===== src/rtl/capture_seq_pkg.sv =====
// Shared types and helpers for the multi-frame capture sequencer.
package capture_seq_pkg;

    // Sequencer states; the encoding is visible on the debug state output.
    typedef enum logic [2:0] {
        S_IDLE      = 3'd0,
        S_CHECK     = 3'd1,
        S_ISSUE     = 3'd2,
        S_WAIT_ACK  = 3'd3,
        S_WAIT_DONE = 3'd4,
        S_VERIFY    = 3'd5,
        S_GAP       = 3'd6,
        S_FINISH    = 3'd7
    } seq_state_t;

    // Camera select encoding driven on camera_sel.
    localparam logic CAM_HAWK = 1'b0;
    localparam logic CAM_OWL  = 1'b1;

    // DMA beats one frame should produce: pixel count scaled down by the
    // number of pixels packed into each beat.
    function automatic logic [31:0] expected_beats(
        input logic [15:0] w,
        input logic [15:0] h,
        input int          shift
    );
        logic [31:0] prod;
        prod = 32'(w) * 32'(h);
        return prod >> shift;
    endfunction

endpackage


===== src/rtl/seq_timer.sv =====
// Loadable down-counter shared by every wait state of the sequencer.
// A loaded value N reaches zero after N counting cycles; zero means expired.
module seq_timer #(
    parameter int CNT_W = 32
) (
    input  logic             clk,
    input  logic             rst,
    input  logic             load,
    input  logic [CNT_W-1:0] load_value,
    output logic [CNT_W-1:0] value,
    output logic             expired
);

    localparam logic [CNT_W-1:0] ONE = CNT_W'(1);

    // Load takes priority; otherwise count down and hold at zero.
    always_ff @(posedge clk) begin
        if (rst) begin
            value <= '0;
        end else if (load) begin
            value <= load_value;
        end else if (value != '0) begin
            value <= value - ONE;
        end
    end

    assign expired = (value == '0);

endmodule


===== src/rtl/capture_sequencer.sv =====
// Multi-frame Hawk/Owl capture scheduler. One start issues a programmed
// series of captures, alternating cameras, watching the receiver handshake,
// enforcing timeouts and checking the DMA beat count of every frame.
//
// Receiver handshake: new_capture is a one-cycle request qualified by
// camera_sel. The receiver acknowledges by raising camera_in_progress and
// signals frame completion by dropping it again; both levels are sampled
// on sys_clk with no further qualification.
module capture_sequencer
    import capture_seq_pkg::*;
#(
    parameter int CNT_W     = 32,
    parameter int FRM_W     = 8,
    parameter int PIX_SHIFT = 3
) (
    input  logic             sys_clk,
    input  logic             sys_rst,
    input  logic             start,
    input  logic             abort,
    input  logic [FRM_W-1:0] hawk_frames,
    input  logic [FRM_W-1:0] owl_frames,
    input  logic [15:0]      hawk_image_width,
    input  logic [15:0]      hawk_image_height,
    input  logic [15:0]      owl_image_width,
    input  logic [15:0]      owl_image_height,
    input  logic [CNT_W-1:0] interval,
    input  logic [CNT_W-1:0] ack_timeout,
    input  logic [CNT_W-1:0] frame_timeout,
    input  logic             serde_locked,
    input  logic             camera_in_progress,
    input  logic [CNT_W-1:0] dma_cnt,
    output logic             new_capture,
    output logic             camera_sel,
    output logic             busy,
    output logic             done,
    output logic             err_timeout,
    output logic             err_count,
    output logic             err_unlocked,
    output logic [15:0]      frames_done,
    output logic [2:0]       state_dbg
);

    localparam logic [FRM_W-1:0] FRM_ONE = FRM_W'(1);

    seq_state_t       state;
    logic [FRM_W-1:0] hawk_left;
    logic [FRM_W-1:0] owl_left;
    logic             next_cam;
    logic [CNT_W-1:0] dma_snap;

    logic             timer_load;
    logic [CNT_W-1:0] timer_load_value;
    logic [CNT_W-1:0] timer_value;
    logic             timer_expired;

    logic [31:0]      beats_raw;
    logic [CNT_W-1:0] beats_exp;
    logic [CNT_W-1:0] dma_delta;
    logic             abort_now;

    assign state_dbg = state;

    // Expected beats for the camera currently being captured; the delta is
    // taken modulo 2^CNT_W so a wrapping DMA counter is handled naturally.
    assign beats_raw = (camera_sel == CAM_OWL)
                     ? expected_beats(owl_image_width,  owl_image_height,  PIX_SHIFT)
                     : expected_beats(hawk_image_width, hawk_image_height, PIX_SHIFT);
    assign beats_exp = CNT_W'(beats_raw);
    assign dma_delta = dma_cnt - dma_snap;

    // FINISH and IDLE are the only states that ignore abort.
    assign abort_now = abort && (state != S_IDLE) && (state != S_FINISH);

    // Timer reload points: ack window on issue, frame window on ack, gap after verify.
    always_comb begin
        timer_load       = 1'b0;
        timer_load_value = ack_timeout;
        case (state)
            S_ISSUE: begin
                timer_load       = 1'b1;
                timer_load_value = ack_timeout;
            end
            S_WAIT_ACK: begin
                timer_load       = camera_in_progress;
                timer_load_value = frame_timeout;
            end
            S_VERIFY: begin
                timer_load       = 1'b1;
                timer_load_value = interval;
            end
            default: ;
        endcase
    end

    seq_timer #(
        .CNT_W (CNT_W)
    ) u_timer (
        .clk        (sys_clk),
        .rst        (sys_rst),
        .load       (timer_load),
        .load_value (timer_load_value),
        .value      (timer_value),
        .expired    (timer_expired)
    );

    // Sequencer FSM with registered outputs.
    always_ff @(posedge sys_clk) begin
        if (sys_rst) begin
            state        <= S_IDLE;
            new_capture  <= 1'b0;
            camera_sel   <= CAM_HAWK;
            busy         <= 1'b0;
            done         <= 1'b0;
            err_timeout  <= 1'b0;
            err_count    <= 1'b0;
            err_unlocked <= 1'b0;
            frames_done  <= '0;
            hawk_left    <= '0;
            owl_left     <= '0;
            next_cam     <= CAM_HAWK;
            dma_snap     <= '0;
        end else begin
            new_capture <= 1'b0;
            done        <= 1'b0;

            if (abort_now) begin
                // An issue cycle still emits its request: a capture is never retracted.
                if (state == S_ISSUE) begin
                    new_capture <= 1'b1;
                    dma_snap    <= dma_cnt;
                end
                state <= S_FINISH;
                done  <= 1'b1;
            end else begin
                case (state)
                    S_IDLE: begin
                        if (start) begin
                            hawk_left    <= hawk_frames;
                            owl_left     <= owl_frames;
                            frames_done  <= '0;
                            err_timeout  <= 1'b0;
                            err_count    <= 1'b0;
                            err_unlocked <= 1'b0;
                            next_cam     <= CAM_HAWK;
                            busy         <= 1'b1;
                            state        <= S_CHECK;
                        end
                    end

                    S_CHECK: begin
                        if (hawk_left == '0 && owl_left == '0) begin
                            state <= S_FINISH;
                            done  <= 1'b1;
                        end else if (!serde_locked) begin
                            err_unlocked <= 1'b1;
                            state        <= S_FINISH;
                            done         <= 1'b1;
                        end else begin
                            // Alternate while both cameras have work; otherwise skip the exhausted one.
                            if (hawk_left != '0 && owl_left != '0) begin
                                camera_sel <= next_cam;
                                next_cam   <= ~next_cam;
                            end else if (hawk_left != '0) begin
                                camera_sel <= CAM_HAWK;
                            end else begin
                                camera_sel <= CAM_OWL;
                            end
                            state <= S_ISSUE;
                        end
                    end

                    S_ISSUE: begin
                        new_capture <= 1'b1;
                        dma_snap    <= dma_cnt;
                        state       <= S_WAIT_ACK;
                    end

                    S_WAIT_ACK: begin
                        if (camera_in_progress) begin
                            state <= S_WAIT_DONE;
                        end else if (timer_expired) begin
                            err_timeout <= 1'b1;
                            state       <= S_FINISH;
                            done        <= 1'b1;
                        end
                    end

                    S_WAIT_DONE: begin
                        if (!camera_in_progress) begin
                            state <= S_VERIFY;
                        end else if (timer_expired) begin
                            err_timeout <= 1'b1;
                            state       <= S_FINISH;
                            done        <= 1'b1;
                        end
                    end

                    S_VERIFY: begin
                        // A short or long transfer is flagged but the sequence carries on.
                        if (dma_delta != beats_exp) begin
                            err_count <= 1'b1;
                        end
                        if (camera_sel == CAM_OWL) begin
                            owl_left <= owl_left - FRM_ONE;
                        end else begin
                            hawk_left <= hawk_left - FRM_ONE;
                        end
                        if (frames_done != 16'hFFFF) begin
                            frames_done <= frames_done + 16'd1;
                        end
                        state <= S_GAP;
                    end

                    S_GAP: begin
                        // The gap only needs the remaining count itself.
                        if (timer_value == '0) begin
                            state <= S_CHECK;
                        end
                    end

                    S_FINISH: begin
                        busy  <= 1'b0;
                        state <= S_IDLE;
                    end

                    default: begin
                        busy  <= 1'b0;
                        state <= S_IDLE;
                    end
                endcase
            end
        end
    end

endmodule

===== config.mk =====
export PLATFORM = sky130hd
export DESIGN_NAME = capture_sequencer
export DESIGN_NICKNAME = d
export VERILOG_FILES = /design/src/rtl/capture_seq_pkg.sv /design/src/rtl/seq_timer.sv /design/src/rtl/capture_sequencer.sv
export SDC_FILE = /design/constraint.sdc
export NUM_CORES = 2
export LEC_CHECK = 0
export ABC_AREA = 0
export BUFFER_PORTS_ARGS = -buffer_cell sky130_fd_sc_hd__buf_2
export CORE_ASPECT_RATIO = 2
export CORE_MARGIN = 5
export CORE_UTILIZATION = 27
export CTS_BUF_LIST = sky130_fd_sc_hd__clkbuf_2
export CTS_CLUSTER_SIZE = 14
export DETAILED_ROUTE_END_ITERATION = 16
export PLACE_DENSITY = 0.53
export SYNTH_ARGS = -nofsm -noshare
export SYNTH_HDL_FRONTEND = slang
export SYNTH_SLANG_ARGS = --single-unit

===== constraint.sdc =====
create_clock -name sys_clk -period 8.5 [get_ports sys_clk]
set_input_delay 1.275 -clock sys_clk [delete_from_list [all_inputs] [get_ports sys_clk]]
set_output_delay 1.275 -clock sys_clk [all_outputs]
set_load 0.05 [all_outputs]

[Word-level counts from Yosys, hierarchy flattened]
Index checks and enable logic that the tools add are counted.
Cells by class
  add/sub/neg operators: 5
  $mul: 2
  eq/ne operators: 23
  muxes and demuxes: 49
  bitwise gates (word level): 3
  reduce and logical (&&, ||, !) cells: 28
Operators with widths (count)
  16-bit by 16-bit multiplier with 32-bit output: 2
  32-bit two-way mux: 2
  32-bit one-hot mux with 2 select lines: 1
  32-bit logical NOT: 1
  16-bit two-way mux: 2
  8-bit two-way mux: 4
  32-bit by 29-bit inequality test with 1-bit output: 1
  16-bit one-hot mux with 2 select lines: 1
  8-bit one-hot mux with 2 select lines: 2
  32-bit nonzero test: 1
  32-bit by 1-bit subtractor with 32-bit output (second input constant): 1
  32-bit subtractor: 1
  29-bit two-way mux: 1
  3-bit two-way mux: 8
  3-bit one-hot mux with 8 select lines: 1
  2-bit inequality test (second input constant): 11
  1-bit two-way mux: 20
  4-bit AND reduction: 5
  16-bit by 1-bit adder with 16-bit output (second input constant): 1
  8-bit logical NOT: 2
  16-bit inequality test (second input constant): 1
  8-bit nonzero test: 2
  8-bit by 1-bit subtractor with 8-bit output (second input constant): 2
  3-bit == test (second input constant): 4
  15 further kinds: 33
Storage, ports and cells
  flip-flop bits (word level): 107
  input bits: 214
  output and inout bits: 26
  word-level logic and storage cells: 124

[Depth between registers and ports, before layout]
  depth after elaboration: 6
  mapped depth: 26
  gate-level depth less buffers: 24

[Cells and area by module]
From an unflattened synthesis, not the netlist that was laid out.
Second synthesis, totals
  cells, all modules: 3087
  area, all modules: 25165.4 um2
Modules (own cells, without submodules)
  capture_sequencer: times used 1, cells an instance 2874, area an instance 23339.9 um2, seq. area each 1501.4 um2
  seq_timer: times used 1, cells an instance 213, area an instance 1825.5 um2, seq. area each 640.6 um2

[Worst setup path after synthesis]
OpenSTA, ideal clock, no wires.
  path kind: input to register
  start point: input port hawk_image_width[6]
  end point: register err_count
  library setup time: 0.121 ns
  arrival: 7.115 ns
  data required time: 8.379 ns
  path slack: 1.264 ns
  stages on the path: 23
  buffers on the path: 3
  cell sequence: clkbuf_1 > clkbuf_1 > nand2_1 > fa_1 > fa_1 > fa_1 > fa_1 > fa_1 > fa_1 > inv_1 > ha_1 > clkbuf_1 > and4_1 > a21oi_1 > and3b_1 > a211oi_1 > o31a_1 > o2111ai_1 > mux2i_1 > nor4_1 > o2111ai_1 > nor4_1 > nor2_1
Between the ends
  longest elaborated chain between the ends: 5
RTL lines
  start: declaration: RTL line capture_sequencer.sv:22  | input logic [15:0] hawk_image_width,
  16-bit by 16-bit multiplier with 32-bit output: RTL line capture_seq_pkg.sv:28  | prod = 32'(w) * 32'(h);
  29-bit two-way mux: RTL line capture_sequencer.sv:66  | ? expected_beats(owl_image_width, owl_image_height, PIX_SHIFT)
  32-bit by 29-bit inequality test with 1-bit output: RTL line capture_sequencer.sv:200  | if (dma_delta != beats_exp) begin
  2-bit inequality test (no line)
  4-bit AND reduction (no line)
  end signal: assignment: RTL line capture_sequencer.sv:115  | err_count <= 1'b0;
  end signal: assignment: RTL line capture_sequencer.sv:142  | err_count <= 1'b0;
  end signal: assignment: RTL line capture_sequencer.sv:201  | err_count <= 1'b1;
  end: declaration: RTL line capture_sequencer.sv:37  | output logic err_count,
No other way between the ends.
A chain may end at the register's enable or synchronous reset.

[Worst setup path after layout]
  start point: input port hawk_image_width[11]
  end point: register err_count
Same word-level chain as after synthesis.

==> results.json <==
{
  "worstPathMaxFanout": 16,
  "min_period_over_period_pct": 82.1,
  "cp_data_required_time_ns": 9.17,
  "layout_commonest_cell": "nand2_1",
  "status": "complete, no violations",
  "core_um2": 93500,
  "crit_slowest_cell": "fa_1",
  "timing.final.hold_violations": 0,
  "drv_slew": 0,
  "drt-pass1-iter-count": 7,
  "hp-start": "dma_snap[13]$_SDFFE_PP0P_",
  "setup_viol": 0,
  "postCtsSetupBuffers": 0,
  "startpoint_type": "primary input",
  "cts.sinks": 107,
  "synthesis.area_um2": 25300,
  "htreeDepth": 3,
  "clockBufferDepth": 2,
  "area_growth_pct": 9.84,
  "syn_nets": 3979,
  "drv_cap": 0,
  "synthArstFlopShare_pct": 0,
  "dieArea_um2": 100000,
  "synth_ff_type": "dfxtp_1",
  "hold_buffers": 0,
  "portBuffers": 239,
  "critPathCaptureType": "flop",
  "fillers": 10100,
  "mostFrequentLayoutCells": "nand2_1 (508), inv_1 (425), fa_1 (389), ha_1 (239), buf_2 (239)",
  "wl_met1_um": 34300,
  "cts-root-buf": "clkbuf_2",
  "grt.overflow.total": 0,
  "cts_tree": "done",
  "synth-edff-count": 0,
  "hp-class": "flop to flop",
  "synth_cells": 3137,
  "grt_pass1_vias": 23100,
  "wire_per_inst_um": 16.7,
  "routed_wl_um": 74600,
  "tightest_slew_ns": 0.904,
  "drc": 0,
  "routed.top_layer": "met5",
  "ys_types": 80,
  "avgSynthCellArea_um2": 8.08,
  "ys_seq_elements": 107,
  "drive_gt1_share_pct": 9.36,
  "ios": 240,
  "synth_top_area_share_pct": 30.7,
  "met2_length_um": 34800,
  "grt_pass1_wl_um": 124000,
  "critPathMostFrequentCell": "fa_1",
  "dieHeight_um": 443,
  "grtUsageTotal_pct": 15.0,
  "path_clk_slew_ns": 0.34,
  "dp_hpwl_um": 62600,
  "arrival_ns": 7.65,
  "cts_buffers": 9,
  "cts_resized": 0,
  "synth_area_leaders": "fa_1 (31%), ha_1 (12%), dfxtp_1 (8.5%), nand2_1 (7.5%), inv_1 (6.3%)",
  "num_rows": 159,
  "synth_top_area_cell": "fa_1",
  "num_vias": 22000,
  "grt_start_max_net_pins": 61,
  "drtAntennaViolNets": 0,
  "clk_latency_ns": 0.74,
  "initial_core_util_pct": 27.1,
  "worstSetupPathType": "primary input to flop",
  "fmax_ghz": 0.143,
  "period_minus_slack_ns": 6.98,
  "rsz0062_at_grt": "false",
  "clock_skew_ns": 0.0459,
  "yosysWarnings": 0,
  "drtIter0Drc": 1274,
  "relSlewSlack_pct": 39.5,
  "slowest_delay_ns": 0.58,
  "nNetsFinal": 4096,
  "startpoint": "hawk_image_width[11]",
  "r2r_start": "u_timer.value[0]$_SDFFE_PP0P_",
  "gp_congestion": 0.869,
  "die-width_um": 227,
  "wl_met3_um": 3980,
  "crit_chain": "buf_2 -> nand2_1 -> fa_1 -> fa_1 -> fa_1 -> fa_1 -> fa_1 -> fa_1 -> inv_1 -> ha_1 -> and4_1 -> a21oi_1 -> a311o_1 -> nand2_1 -> a2111oi_0 -> xor2_1 -> mux2i_1 -> o2111ai_1 -> nor4_1 -> nor2_1",
  "seq_area_frac_synth_pct": 8.45,
  "avgViaCountPerCell": 4.93,
  "fin_util_pct": 29.8,
  "grt_antenna_before_repair": 17,
  "fin_tns_setup_ns": 0
}
worst max-delay path: cells and delay by family:
kind / cells / cell delay (ns)
buffers and inverters: 2 / 0.42
AOI/OAI and AO/OA: 4 / 1.29
and+or+nand+nor: 5 / 0.82
xor gates and xnor gates: 1 / 0.18
muxes: 1 / 0.16
adders and majority gates: 7 / 3.49
final timing paths:
path / slack (ns) / depth (start not counted) / end
worst max register to register: 4.00 / 12 / u_timer.value[14]$_SDFFE_PP0P_
worst min-delay path: 0.47 / 2 / dma_snap[13]$_SDFFE_PP0P_
worst max-delay path: 1.52 / 20 / err_count$_SDFFE_PP0P_
worst min register to register: 0.47 / 2 / dma_snap[13]$_SDFFE_PP0P_
layout make-up:
class,count,area [um^2],area share (%)
repair buffers,260,1350,4.86
diodes,8,20.0,0.0719
well taps,1207,1510,5.42
flip-flops and latches,107,2140,7.70
inverters,425,1600,5.73
clock buffers,9,45.0,0.162
multi-input cells,2451,21000,75.6
clock inverters,7,134,0.481
state kept, by name (all words and copies together), names as in the netlist:
name / flops
u_timer.value: 32
dma_snap: 32
owl_left: 8
err_unlocked: 1
err_timeout: 1
frames_done: 16
new_capture: 1
done: 1
next_cam: 1
camera_sel: 1
busy: 1
err_count: 1
hawk_left: 8
state_dbg: 3
per-stage QoR:
step | cell area [um^2] | hold slack, ns | std cells | setup slack, ns
floorplan | 25300 | 0.436 | 3137 | 1.26
global route | 27800 | 0.486 | 4469 | 1.14
global placement | 27600 | 0.441 | 4450 | 0.706
finish | 27800 | 0.473 | 4474 | 1.52
detailed placement | 27600 | 0.446 | 4450 | 0.708
CTS | 27800 | 0.473 | 4466 | 1.61
routing by layer:
layer  up-vias  track usage [%]
met5         -                0
met1     10800             21.1
met2       578             24.6
li1      10500                -
met3        86             2.11
met4        18             2.92
cell families after synthesis:
group | count (synthesis) | synth area share [%]
flip-flops | 107 | 8.45
XOR/XNOR | 115 | 4.08
buffers and inverters | 579 | 8.60
AO/OA/AOI/OAI | 576 | 14.5
adder cells (fa/ha/maj) | 628 | 42.5
multiplexers | 23 | 0.913
AND/OR/NAND/NOR | 1109 | 20.9
Yosys cell counts, drive strengths merged (10+ instances only):
library cell,n
nand2,508
or4,11
xor2,45
o31ai,16
inv,425
o21a,16
a21o,55
dfxtp,107
a22oi,13
nor4,21
o22ai,13
fa,389
a211oi,25
xnor2,68
mux2i,22
nand2b,21
and2,200
a31oi,21
nand4,20
nor2b,22
nand3,58
and3,19
a221oi,10
ha,239
buf,11
nor2,139
a21oi,210
or3,20
nor3,42
o211ai,23
clkbuf,143
o21ai,88
Power is not shown: default switching activity piles up to over one toggle a cycle in this logic, so the estimate is an artifact.
